### config.mk
export PLATFORM = sky130hd
export DESIGN_NAME = myth_run_monitor
export DESIGN_NICKNAME = d
export VERILOG_FILES = /design/src/rtl/myth_mon_pkg.sv /design/src/rtl/myth_mon_cnt.sv /design/src/rtl/myth_run_monitor.sv
export SDC_FILE = /design/constraint.sdc
export NUM_CORES = 1
export LEC_CHECK = 0
export BUFFER_PORTS_ARGS = -buffer_cell sky130_fd_sc_hd__buf_2
export CORE_UTILIZATION = 59
export CTS_BUF_LIST = sky130_fd_sc_hd__clkbuf_4
export DETAILED_ROUTE_END_ITERATION = 6
export PLACE_DENSITY = 0.91
export SYNTH_ARGS = -nofsm -noshare
export SYNTH_HDL_FRONTEND = slang
export SYNTH_SLANG_ARGS = --single-unit
### constraint.sdc
create_clock -name clk -period 2.59 [get_ports clk]
set_input_delay 0.259 -clock clk [delete_from_list [all_inputs] [get_ports clk]]
set_output_delay 0.259 -clock clk [all_outputs]
set_load 0.01 [all_outputs]
### src/rtl/myth_mon_pkg.sv
// Shared types, widths and helpers for the myth run monitor.
package myth_mon_pkg;

    localparam int unsigned RUN_CNT_W  = 16;
    localparam int unsigned STAB_CNT_W = 8;

    typedef enum logic [5:0] {
        ST_IDLE = 6'b000001,
        ST_PRE  = 6'b000010,
        ST_RST  = 6'b000100,
        ST_RUN  = 6'b001000,
        ST_PASS = 6'b010000,
        ST_FAIL = 6'b100000
    } mon_state_t;

    // Increment that sticks at max_val instead of wrapping.
    function automatic logic [RUN_CNT_W-1:0] sat_inc(
        input logic [RUN_CNT_W-1:0] val,
        input logic [RUN_CNT_W-1:0] max_val
    );
        return (val >= max_val) ? max_val : val + RUN_CNT_W'(1);
    endfunction

endpackage

### src/rtl/myth_mon_cnt.sv
// Loadable, enable-gated up/down counter that saturates at both ends.
module myth_mon_cnt
    import myth_mon_pkg::*;
#(
    parameter int unsigned W = 16
) (
    input  logic         clk,
    input  logic         rst_ni,
    input  logic         clr_i,
    input  logic         load_i,
    input  logic [W-1:0] load_val_i,
    input  logic         en_i,
    input  logic         up_i,
    output logic [W-1:0] cnt_o
);

    localparam logic [W-1:0] CNT_MAX = {W{1'b1}};

    logic [W-1:0] cnt_q;
    logic [W-1:0] cnt_d;

    // Priority: clear, then load, then count.
    always_comb begin
        cnt_d = cnt_q;
        if (clr_i) begin
            cnt_d = '0;
        end else if (load_i) begin
            cnt_d = load_val_i;
        end else if (en_i) begin
            if (up_i) begin
                cnt_d = W'(sat_inc(RUN_CNT_W'(cnt_q), RUN_CNT_W'(CNT_MAX)));
            end else if (cnt_q != '0) begin
                cnt_d = cnt_q - W'(1);
            end
        end
    end

    always_ff @(posedge clk) begin
        if (!rst_ni) begin
            cnt_q <= '0;
        end else begin
            cnt_q <= cnt_d;
        end
    end

    assign cnt_o = cnt_q;

endmodule

### src/rtl/myth_run_monitor.sv
// Core run controller: sequences the core reset pulse, then declares pass on a
// stable expected result or fail on timeout.
module myth_run_monitor
    import myth_mon_pkg::*;
#(
    parameter int unsigned OUT_W       = 10,
    parameter int unsigned PRE_CYC     = 10,
    parameter int unsigned RST_CYC     = 100,
    parameter int unsigned STABLE_CYC  = 4,
    parameter int unsigned TIMEOUT_CYC = 1000
) (
    input  logic                 clk,
    input  logic                 reset,
    input  logic                 start,
    input  logic [OUT_W-1:0]     exp_val,
    input  logic [OUT_W-1:0]     core_out,
    output logic                 core_reset,
    output logic                 busy,
    output logic                 done,
    output logic                 pass,
    output logic                 fail,
    output logic [RUN_CNT_W-1:0] run_cycles,
    output logic [OUT_W-1:0]     last_out
);

    mon_state_t state_q, state_d;

    logic                  start_q, start_prev_q;
    logic [OUT_W-1:0]      exp_in_q, exp_q, last_q;
    logic                  core_reset_q, busy_q, done_q, pass_q, fail_q;
    logic                  core_reset_d, busy_d, done_d, pass_d, fail_d;

    logic                  start_rise, accept, run_step, mismatch;
    logic                  pass_hit, timeout_hit;
    logic                  iv_load;
    logic [RUN_CNT_W-1:0]  iv_val, iv_cnt, run_cnt;
    logic [STAB_CNT_W-1:0] stab_cnt;

    // start is registered first, so a held level yields a single rising event.
    assign start_rise  = start_q & ~start_prev_q;
    assign mismatch    = (core_out !== exp_q);
    assign pass_hit    = 32'(stab_cnt) >= STABLE_CYC;
    assign timeout_hit = 32'(run_cnt) >= TIMEOUT_CYC;

    // Next state and registered-output next values.
    always_comb begin
        state_d  = state_q;
        accept   = 1'b0;
        iv_load  = 1'b0;
        iv_val   = '0;
        run_step = 1'b0;
        unique case (state_q)
            ST_IDLE, ST_PASS, ST_FAIL: begin
                if (start_rise) begin
                    state_d = ST_PRE;
                    accept  = 1'b1;
                    iv_load = 1'b1;
                    iv_val  = RUN_CNT_W'(PRE_CYC - 1);
                end
            end
            ST_PRE: begin
                if (iv_cnt == '0) begin
                    state_d = ST_RST;
                    iv_load = 1'b1;
                    iv_val  = RUN_CNT_W'(RST_CYC - 1);
                end
            end
            ST_RST: begin
                if (iv_cnt == '0) state_d = ST_RUN;
            end
            ST_RUN: begin
                // The timeout edge itself is not a run cycle, so counts freeze there.
                run_step = ~timeout_hit;
                if (pass_hit)         state_d = ST_PASS;
                else if (timeout_hit) state_d = ST_FAIL;
            end
            default: state_d = ST_IDLE;
        endcase

        core_reset_d = 1'b0;
        busy_d       = 1'b0;
        done_d       = 1'b0;
        pass_d       = 1'b0;
        fail_d       = 1'b0;
        unique case (state_d)
            ST_PRE, ST_RUN: busy_d = 1'b1;
            ST_RST:  begin busy_d = 1'b1; core_reset_d = 1'b1; end
            ST_PASS: begin done_d = 1'b1; pass_d = 1'b1; core_reset_d = 1'b1; end
            ST_FAIL: begin done_d = 1'b1; fail_d = 1'b1; core_reset_d = 1'b1; end
            default: core_reset_d = 1'b1;
        endcase
    end

    always_ff @(posedge clk) begin
        if (!reset) begin
            state_q      <= ST_IDLE;
            start_q      <= 1'b0;
            start_prev_q <= 1'b0;
            exp_in_q     <= '0;
            exp_q        <= '0;
            last_q       <= '0;
            core_reset_q <= 1'b1;
            busy_q       <= 1'b0;
            done_q       <= 1'b0;
            pass_q       <= 1'b0;
            fail_q       <= 1'b0;
        end else begin
            state_q      <= state_d;
            start_q      <= start;
            start_prev_q <= start_q;
            exp_in_q     <= exp_val;
            if (accept) exp_q <= exp_in_q;
            if (accept)        last_q <= '0;
            else if (run_step) last_q <= core_out;
            core_reset_q <= core_reset_d;
            busy_q       <= busy_d;
            done_q       <= done_d;
            pass_q       <= pass_d;
            fail_q       <= fail_d;
        end
    end

    // PRE/RST interval, counted down from the loaded length.
    myth_mon_cnt #(.W(RUN_CNT_W)) u_iv_cnt (
        .clk        (clk),
        .rst_ni     (reset),
        .clr_i      (1'b0),
        .load_i     (iv_load),
        .load_val_i (iv_val),
        .en_i       ((state_q == ST_PRE) || (state_q == ST_RST)),
        .up_i       (1'b0),
        .cnt_o      (iv_cnt)
    );

    myth_mon_cnt #(.W(RUN_CNT_W)) u_run_cnt (
        .clk        (clk),
        .rst_ni     (reset),
        .clr_i      (accept),
        .load_i     (1'b0),
        .load_val_i ('0),
        .en_i       (run_step),
        .up_i       (1'b1),
        .cnt_o      (run_cnt)
    );

    myth_mon_cnt #(.W(STAB_CNT_W)) u_stab_cnt (
        .clk        (clk),
        .rst_ni     (reset),
        .clr_i      (accept | (run_step & mismatch)),
        .load_i     (1'b0),
        .load_val_i ('0),
        .en_i       (run_step & ~mismatch),
        .up_i       (1'b1),
        .cnt_o      (stab_cnt)
    );

    assign core_reset = core_reset_q;
    assign busy       = busy_q;
    assign done       = done_q;
    assign pass       = pass_q;
    assign fail       = fail_q;
    assign run_cycles = run_cnt;
    assign last_out   = last_q;

endmodule
==> results.toml <==
[logic_synthesis]
yosysSeqAreaShare_pct = 45.4
ys_top_cells_by_count = "dfxtp_1, nand2_1, a21oi_1"
synth_edf_count = 0
synth_compound_area_share_pct = 13.6
synthSimpleGateAreaFrac_pct = 28.2
synthFlopType = "dfxtp_1"
synth_xor_area_share_pct = 4.78
yosysTopAreaCellShare_pct = 45.4
ys_warn_count = 0
ys_seq_elements = 83
syn_area_mm2 = 0.00366
syn_nets = 449
yosysTopAreaCell = "dfxtp_1"
synthAdderAreaFrac_pct = 1.98
synth_cells = 421
synth.most_common_cell = "dfxtp_1"
synth_top_family_by_area = "simple AND/OR/NAND/NOR gates"
ys_async_sr_fraction_pct = 0
ys_types = 51
synthMuxAreaShare_pct = 2.73
syn_avg_cell_area_um2 = 8.70
synthTopCellsByArea = "dfxtp_1, nand2_1, a21oi_1, xnor2_1, and2_1"

[layout]
n_fill_cell = 432
layout.cells.non_filler = 565
drive_above_1_share_pct = 18.2
multi_input_area_mm2 = 0.00188
seq_area_mm2 = 0.00166
n_antenna_cell = 0
fin_nets = 513
synthToLayoutAreaGrowth_pct = 15.9
final_area_mm2 = 0.00425

[placed_design]
place_area_mm2 = 0.00402
gp_congestion = 0.937
port_buffers = 53
dp.cells = 539
post-place-ws_ps = 329
dp_hpwl_um = 5820

[grt]
use_met2_pct = 42.4
grt_max_degree = 28
grt_antenna_before_repair = 0
grt_pass1_wl_um = 13100
grt-busiest-layer = "met2"
use_met1_pct = 32.3
grt_pass1_vias = 2940
grt.total_usage_pct = 26.1
use_met3_pct = 6.85
grt-ovfl-total = 0

[detailed_routing]
drc = 0
first_iter_violations = 256
ant_nets = 0
num_vias = 3326
firstDrtPassIters = 5
drt-total-wl_um = 8230
viasPerCell = 5.89
wire_per_inst_um = 14.6

[power_and_ir_drop]
peakVddDrop_v = 0.000342
power-per-cell-area_mw_per_mm2 = 589
power.leakage_nw = 1.62

[clock_network]
clock_path_buffers = 2
path_clk_slew_ps = 130
clkSinkCount = 83
cts_tree = "built"
insertion_delay_ps = 450
post-cts-setup-buffer-count = 0
root_buffer = "clkbuf_4"
numCtsBuffers = 9
h-tree-depth = 3

[setup_path]
rrSetupSlack_ps = 240
r2r-end = "u_iv_cnt.cnt_o[5]"
worstPathRequired_ps = 2970
reg2reg_from = "u_iv_cnt.cnt_o[0]"
cp-end-kind = "flop"
cp_max_fo = 9
criticalPathCategory = "reg -> reg"
reg2regPathDepth = 8
start_kind = "flop"
cp.arrival_ps = 2730

[floorplanning]
row_count = 28
die_w_um = 80.8
start_util_pct = 61.5
ios = 54
core_mm2 = 0.00596
dieHeight_um = 80.8
dieArea_mm2 = 0.00653

[sta]
setup_violations = 0
max_slew_margin_pct = 64.4
fin_ws_ps = 237
fin_crit_sh_pct = 90.9
hold_violations = 0
period_needed_ps = 2350
setup-tns-final_ps = 0
slew_violations = 0
worstMarginPinSlew_ps = 520
rsz0062_at_grt = "false"
skew_ps = 21.8
fmax_mhz = 425

[hold_path]
worstHoldPathCells = 2
min-delay-start = "exp_val[9]"
holdPathEnd = "exp_in_q[9]"
hp-class = "in -> reg"

[flow_run]
cap_violations = 0

[outcome]
status = "finished, final reports clean"
==> sequential cells by signal (all words and copies together), names as in the netlist, 6 cells and up <==
name and flops:
exp_q 10, last_out 10, u_run_cnt.cnt_o 16, exp_in_q 10
u_iv_cnt.cnt_o 16, state_q 6, u_stab_cnt.cnt_o 8
==> critical path, stage by stage, from the launching register on <==
cell      delay (ps)
dfxtp_1          390
inv_1             80
ha_1             160
or3b_1           430
nand4b_1         330
a21oi_2          420
buf_4            230
o21ai_0          100
a21oi_1          160
==> power breakdown <==
| part | internal, W | switching (W) |
|---|---|---|
| combinational | 0.000194 | 0.000238 |
| clock | 0.000212 | 0.000478 |
| sequential | 0.00133 | 0.0000512 |
==> metrics by stage <==
| step | util (%) | hold slack (ps) | total power [W] |
|---|---|---|---|
| after global placement | 67.5 | 424 | 0.00179 |
| after detailed placement | 67.5 | 425 | 0.00182 |
| after floorplan | - | 381 | 0.00170 |
| final | 71.3 | 19.4 | 0.00250 |
| after CTS | 70.4 | 2.36 | 0.00249 |
| after global routing | 71.3 | 9.80 | 0.00263 |
==> cell families after synthesis <==
logic type | after synthesis
simple gates | 187
compound gates | 83
flops | 83
buf+inv | 32
xor+xnor | 20
mux | 10
fa+ha+maj | 6
==> placed cells by master, fill, tap and decap left out, types with 3 or more instances in the layout <==
cell,instances
a211oi_1,6
xnor2_1,19
nor2b_1,4
a21oi_1,41
or4_1,4
buf_4,10
nor3_1,12
nand2_1,58
dlygate4sd3_1,10
buf_2,53
inv_1,12
a31oi_1,3
nor2_1,19
nand4_1,10
nor4_1,9
and3_1,3
o211ai_1,4
o21ai_0,13
nand3b_1,11
o21a_1,3
nand3_1,14
dfxtp_1,83
clkbuf_4,9
mux2i_1,10
nor3b_1,3
ha_1,5
and2_1,23
==> how the worst max path moves through the flow <==
stage | startpoint | endpoint | cells after the start
CTS | u_iv_cnt.cnt_o[0] | u_iv_cnt.cnt_o[5] | 8
floorplan | u_iv_cnt.cnt_o[0] | u_iv_cnt.cnt_o[13] | 8
global route | u_iv_cnt.cnt_o[1] | u_iv_cnt.cnt_o[5] | 8
detailed placement | u_iv_cnt.cnt_o[0] | u_iv_cnt.cnt_o[5] | 8
global placement | u_iv_cnt.cnt_o[0] | u_iv_cnt.cnt_o[1] | 8
finish | u_iv_cnt.cnt_o[0] | u_iv_cnt.cnt_o[5] | 8
==> layout make-up <==
class                           instances  area share (%)
Clock buffer                            9            1.59
Clock inverter                          7            1.39
Inverter                               12            1.06
Multi-Input combinational cell        306            44.2
Sequential cell                        83            39.1
Tap cell                               75            2.21
Timing Repair Buffer                   73            10.4
==> metal layers <==
metal	vias up	routed length (µm)
met1	1555	3630
met2	131	3960
met5	-	0
li1	1614	-
met4	0	182
met3	26	452
==> repair_timing <==
action / in CTS / in global routing
hold buffers: 5 / 5
resized for setup: 0 / 0
endpoints found under the setup margin: 0 / 0
endpoints found under the hold margin: 5 / 5
Note: power is estimated with default switching activity, not from simulation.
